==> src/rtl/lsu_axi.sv <==
// Load/store unit: carries one core access at a time onto an AXI4-Lite master.
// It steers byte lanes, extends loads, traps misaligned or illegal sizes and reports bus errors.
module lsu_axi #(
    parameter int ADDR_W = 32,
    parameter int DATA_W = 32
) (
    input  logic                clk,
    input  logic                rst,
    input  logic                req_valid,
    output logic                req_ready,
    input  logic                req_write,
    input  logic [1:0]          req_size,
    input  logic                req_unsigned,
    input  logic [ADDR_W-1:0]   req_addr,
    input  logic [DATA_W-1:0]   req_wdata,
    output logic                resp_valid,
    output logic [DATA_W-1:0]   resp_rdata,
    output logic                resp_err,
    output logic                resp_misaligned,
    output logic [ADDR_W-1:0]   axi_awaddr,
    output logic                axi_awvalid,
    input  logic                axi_awready,
    output logic [DATA_W-1:0]   axi_wdata,
    output logic [DATA_W/8-1:0] axi_wstrb,
    output logic                axi_wvalid,
    input  logic                axi_wready,
    input  logic [1:0]          axi_bresp,
    input  logic                axi_bvalid,
    output logic                axi_bready,
    output logic [ADDR_W-1:0]   axi_araddr,
    output logic                axi_arvalid,
    input  logic                axi_arready,
    input  logic [DATA_W-1:0]   axi_rdata,
    input  logic [1:0]          axi_rresp,
    input  logic                axi_rvalid,
    output logic                axi_rready
);
    localparam int NB    = DATA_W / 8;
    localparam int OFF_W = $clog2(NB);
    localparam int IDX_W = $clog2(DATA_W);

    typedef enum logic [2:0] {IDLE, RD_ADDR, RD_DATA, WR, WR_RESP, RESP} state_t;

    state_t             state_q;
    logic [OFF_W-1:0]   off_q;
    logic [1:0]         size_q;
    logic               uns_q;
    logic [ADDR_W-1:0]  awaddr_q, araddr_q;
    logic [DATA_W-1:0]  wdata_q, resp_rdata_q;
    logic [NB-1:0]      wstrb_q;
    logic               awvalid_q, wvalid_q, bready_q, arvalid_q, rready_q;
    logic               resp_valid_q, resp_err_q, resp_misaligned_q;

    logic [OFF_W-1:0]   req_off;
    logic [NB-1:0]      strb_base;
    logic               req_fault;
    logic [ADDR_W-1:0]  bus_addr;

    always_comb begin
        req_off   = req_addr[OFF_W-1:0];
        bus_addr  = {req_addr[ADDR_W-1:OFF_W], {OFF_W{1'b0}}};
        req_fault = (|(req_off & OFF_W'((1 << req_size) - 1)))
                  || (req_size == 2'b11 && DATA_W == 32);
        for (int i = 0; i < NB; i++) begin
            strb_base[i] = (i < (1 << req_size));
        end
    end

    // Load path: bring the addressed lanes down to bit 0, then extend above the access width.
    logic [DATA_W-1:0] rd_shift, rd_ext;
    logic [IDX_W-1:0]  sign_idx;
    logic              rd_sign;

    always_comb begin
        rd_shift = axi_rdata >> {off_q, 3'b000};
        sign_idx = IDX_W'((8 << size_q) - 1);
        rd_sign  = ~uns_q & rd_shift[sign_idx];
        for (int b = 0; b < DATA_W; b++) begin
            rd_ext[b] = (b < (8 << size_q)) ? rd_shift[b] : rd_sign;
        end
    end

    always_ff @(posedge clk) begin
        if (rst) begin
            state_q           <= IDLE;
            off_q             <= '0;
            size_q            <= '0;
            uns_q             <= 1'b0;
            awaddr_q          <= '0;
            araddr_q          <= '0;
            wdata_q           <= '0;
            wstrb_q           <= '0;
            awvalid_q         <= 1'b0;
            wvalid_q          <= 1'b0;
            bready_q          <= 1'b0;
            arvalid_q         <= 1'b0;
            rready_q          <= 1'b0;
            resp_valid_q      <= 1'b0;
            resp_err_q        <= 1'b0;
            resp_misaligned_q <= 1'b0;
            resp_rdata_q      <= '0;
        end else begin
            case (state_q)
                IDLE: begin
                    if (req_valid) begin
                        off_q  <= req_off;
                        size_q <= req_size;
                        uns_q  <= req_unsigned;
                        if (req_fault) begin
                            resp_valid_q      <= 1'b1;
                            resp_misaligned_q <= 1'b1;
                            resp_err_q        <= 1'b0;
                            resp_rdata_q      <= '0;
                            state_q           <= RESP;
                        end else if (req_write) begin
                            awaddr_q  <= bus_addr;
                            wdata_q   <= req_wdata << {req_off, 3'b000};
                            wstrb_q   <= strb_base << req_off;
                            awvalid_q <= 1'b1;
                            wvalid_q  <= 1'b1;
                            state_q   <= WR;
                        end else begin
                            araddr_q  <= bus_addr;
                            arvalid_q <= 1'b1;
                            state_q   <= RD_ADDR;
                        end
                    end
                end
                RD_ADDR: begin
                    if (axi_arready) begin
                        arvalid_q <= 1'b0;
                        rready_q  <= 1'b1;
                        state_q   <= RD_DATA;
                    end
                end
                RD_DATA: begin
                    if (axi_rvalid) begin
                        rready_q     <= 1'b0;
                        resp_valid_q <= 1'b1;
                        resp_err_q   <= |axi_rresp;
                        resp_rdata_q <= (|axi_rresp) ? '0 : rd_ext;
                        state_q      <= RESP;
                    end
                end
                WR: begin
                    // AW and W retire independently; leave once neither is still pending.
                    if (axi_awready) awvalid_q <= 1'b0;
                    if (axi_wready)  wvalid_q  <= 1'b0;
                    if ((!awvalid_q || axi_awready) && (!wvalid_q || axi_wready)) begin
                        bready_q <= 1'b1;
                        state_q  <= WR_RESP;
                    end
                end
                WR_RESP: begin
                    if (axi_bvalid) begin
                        bready_q     <= 1'b0;
                        resp_valid_q <= 1'b1;
                        resp_err_q   <= |axi_bresp;
                        resp_rdata_q <= '0;
                        state_q      <= RESP;
                    end
                end
                RESP: begin
                    resp_valid_q      <= 1'b0;
                    resp_err_q        <= 1'b0;
                    resp_misaligned_q <= 1'b0;
                    resp_rdata_q      <= '0;
                    state_q           <= IDLE;
                end
                default: state_q <= IDLE;
            endcase
        end
    end

    assign req_ready       = (state_q == IDLE);
    assign resp_valid      = resp_valid_q;
    assign resp_rdata      = resp_rdata_q;
    assign resp_err        = resp_err_q;
    assign resp_misaligned = resp_misaligned_q;
    assign axi_awaddr      = awaddr_q;
    assign axi_awvalid     = awvalid_q;
    assign axi_wdata       = wdata_q;
    assign axi_wstrb       = wstrb_q;
    assign axi_wvalid      = wvalid_q;
    assign axi_bready      = bready_q;
    assign axi_araddr      = araddr_q;
    assign axi_arvalid     = arvalid_q;
    assign axi_rready      = rready_q;
endmodule

==> config.mk <==
export PLATFORM = sky130hd
export DESIGN_NAME = lsu_axi
export DESIGN_NICKNAME = d
export VERILOG_FILES = /design/src/rtl/lsu_axi.sv
export SDC_FILE = /design/constraint.sdc
export NUM_CORES = 1
export LEC_CHECK = 0
export ABC_AREA = 0
export CAP_MARGIN = 20
export CORE_AREA = 4 4 122 124
export DETAILED_ROUTE_END_ITERATION = 6
export DIE_AREA = 0 0 126 128
export PLACE_DENSITY = 0.86
export SYNTH_ARGS = -nofsm -noshare
export SYNTH_HDL_FRONTEND = slang
export SYNTH_SLANG_ARGS = --single-unit
==> constraint.sdc <==
create_clock -name clk -period 4.1 [get_ports clk]
set_input_delay 0.82 -clock clk [delete_from_list [all_inputs] [get_ports clk]]
set_output_delay 0.82 -clock clk [all_outputs]
set_load 0.02 [all_outputs]
==> results.sh <==
export IMPL_drive_above_1_share_pct=7.61
export IMPL_num_vias=6874
export IMPL_endpoint="axi_awaddr[18]"
export IMPL_max_cap_violations=0
export IMPL_dp_hpwl_um=15600
export IMPL_initialDrtViolationCount=517
export IMPL_fmax_mhz=310
export IMPL_netlist_area_um2=6520
export IMPL_antenna_found_initial=0
export IMPL_reg2reg_depth=6
export IMPL_cp_num_cells=8
export IMPL_via_per_inst=5.58
export IMPL_io_pins=253
export IMPL_hp_class="reg2reg"
export IMPL_synth_ff_type="dfxtp_1"
export IMPL_cts_root_buffer="clkbuf_16"
export IMPL_clock_latency_ns=0.43
export IMPL_hold_path_startpoint="axi_wdata[11]"
export IMPL_p_leak_nw=3.40
export IMPL_post_cts_buffers=0
export IMPL_cts_inserted_buffers=17
export IMPL_synth_warnings=0
export IMPL_worstPathBufferInverterCount=2
export IMPL_die_height_um=128
export IMPL_synthTopCellsByArea="dfxtp_1 (44%), nand2_1 (11%), a21oi_1 (8.6%)"
export IMPL_hold_viol=0
export IMPL_io_buffers=248
export IMPL_yosysUniqueCellTypes=53
export IMPL_ys_seq_area_share_pct=44.2
export IMPL_worstSetupStartpoint="req_size[1]"
export IMPL_grt_max_degree=75
export IMPL_post_route_util_pct=70.7
export IMPL_rows=43
export IMPL_period_share_pct=78.7
export IMPL_syn2layout_area_growth_pct=49.5
export IMPL_clk_pin_slew_worst_paths_ns=0.06
export IMPL_wl_per_cell_um=18.2
export IMPL_htreeDepth=4
export IMPL_worstPathCellList="clkdlybuf4s50_1, or2_2, ha_1, nor2b_1, or4_4, buf_4, nand2_1, a21oi_1"
export IMPL_drt_total_wl_um=22400
export IMPL_synth_area_leader_cell="dfxtp_1"
export IMPL_crit_path_max_fanout=41
export IMPL_crit_slowest_cell="clkdlybuf4s50_1"
export IMPL_drc=0
export IMPL_worst_ep_required_time_ns=4.45
export IMPL_gr_total_overflow=0
export IMPL_nFillCells=1093
export IMPL_setup_viol=0
export IMPL_fin_setup_tns_ns=0
export IMPL_finalNetCount=1153
export IMPL_ys_ff_latch=144
export IMPL_crit_path_max_incr_delay_ns=0.53
export IMPL_rsz0062_at_grt="false"
export IMPL_dr_pass1_iters=6
export IMPL_synth_edf_count=0
export IMPL_status="finished clean"
export IMPL_core_um2=13800
export IMPL_r2r_start="size_q[1]"
export IMPL_arrival_ns=3.58
export IMPL_ctsHoldBuffers=0
export IMPL_cts_resized=0
export IMPL_r2r_slack_ns=1.36
export IMPL_whs_ns=0.449
export IMPL_critPathCaptureType="flop"
export IMPL_grt_use_total_pct=27.2
export IMPL_first_global_vias=6574
export IMPL_start_util_pct=47.3
export IMPL_synthDominantCellAreaShare_pct=44.2
export IMPL_place_congestion=0.870
export IMPL_drv_slew=0
export IMPL_synth_avg_cell_area_um2=7.98
export IMPL_power_mw=4.41
export IMPL_dp_worst_setup_slack_ns=0.429
export IMPL_p_per_area_nw_per_um2=453
export IMPL_diodes=0
export IMPL_dieArea_um2=16100
export IMPL_detail_route_antenna_nets=0
export IMPL_cts_sinks=144
export IMPL_worst_clock_skew_ns=0.00595
export IMPL_slew_limit_headroom_pct=29.4
export IMPL_regToRegEndpoint="resp_rdata[31]"
export IMPL_tightest_slew_ns=1.04
export IMPL_min_period_ns=3.23
export IMPL_grt_first_pass_wirelength_um=35200
export IMPL_synthCells=817
export IMPL_clk_path_buf_depth=2
export IMPL_crit_family="simple AND/OR/NAND/NOR gates"
export IMPL_ir_drop_mv=0.303
export IMPL_synthArstFlopShare_pct=0
export IMPL_fin_ws_ns=0.873
export IMPL_start_kind="input pin"
export IMPL_cts_tree="built"
export IMPL_die_x_um=126
export IMPL_critPathKind="in2reg"
==> area by class of cell <==
cell class | count | area, um2 | area share (%)
multi-input combinational | 587 | 3310 | 34.0
sequential | 144 | 2880 | 29.6
timing repair buffer | 268 | 2630 | 27.0
clock buffer | 18 | 439 | 4.51
tap | 180 | 225 | 2.31
clock inverter | 14 | 179 | 1.84
inverter | 20 | 75.1 | 0.770
==> worst min-delay path: stages (launching register included) <==
cell and delay [ns]:
dfxtp_1 0.31, nand2_1 0.05, a21oi_1 0.05
==> worst min path at each step <==
stage	end	depth (start not counted)
after floorplan	uns_q	2
after global placement	axi_wdata[4]	2
after detailed placement	axi_wdata[4]	2
after CTS	axi_wdata[4]	2
after global routing	axi_araddr[26]	2
final	axi_wdata[11]	2
==> cell usage after synthesis, types with 7 or more instances <==
master / number
nand2_1: 196
dfxtp_1: 144
a21oi_1: 112
clkbuf_1: 52
nand3_1: 38
mux2i_1: 37
o21ai_0: 37
nor2_1: 22
inv_1: 19
o211ai_1: 15
o221ai_1: 15
mux2_2: 13
nor3_1: 13
or3_1: 9
a221oi_1: 8
buf_1: 8
nor2b_1: 7
o2111ai_1: 7
==> layer usage <==
metal	part of all wire, %	vias up	track usage, %
met4	2.8	0	10.7
met5	0	-	0
li1	-	3298	-
met3	10	48	9.88
met2	48	319	45.1
met1	39	3209	32.3
==> sequential cells by signal, summed over array words and instances, names as in the netlist <==
name,flops
state_q,3
axi_araddr,30
axi_awaddr,30
axi_awvalid,1
off_q,2
resp_valid,1
axi_arvalid,1
axi_bready,1
axi_rready,1
resp_err,1
axi_wvalid,1
resp_rdata,32
axi_wstrb,4
size_q,2
axi_wdata,32
uns_q,1
resp_misaligned,1
==> cell families after synthesis <==
logic type,count (synthesis),share of synthesized area [%]
AND/OR/NAND/NOR,315,21.6
AO/OA/AOI/OAI,213,19.6
flip-flops,144,44.2
buffers and inverters,89,5.55
multiplexers,51,8.27
adder cells (fa/ha/maj),4,0.729
other,1,0.0575
==> metrics by stage <==
stage / instances / area, um2
2_1_floorplan: 820 / 6530
3_3_place_gp: 1199 / 9130
3_5_place_dp: 1199 / 9130
4_1_cts: 1231 / 9740
5_1_grt: 1231 / 9740
6_report: 1231 / 9740
==> layout by cell type (no fill, tap or decap), types with 19 or more instances in the layout <==
cell type / netlist / routed
clkdlybuf4s50_1: 0 / 247
nand2_1: 196 / 196
dfxtp_1: 144 / 144
a21oi_1: 112 / 112
nand3_1: 38 / 38
mux2i_1: 37 / 37
o21ai_0: 37 / 37
nor2_1: 22 / 22
buf_4: 4 / 21
inv_1: 19 / 19
==> report_power, final <==
part	internal [mW]	leakage, nW	switching (mW)
combinational	0.506	1.94	0.703
sequential	1.50	1.16	0.0938
clock	0.983	0.294	0.632
total	2.99	3.40	1.43
Power figures use the tool's default switching activity.
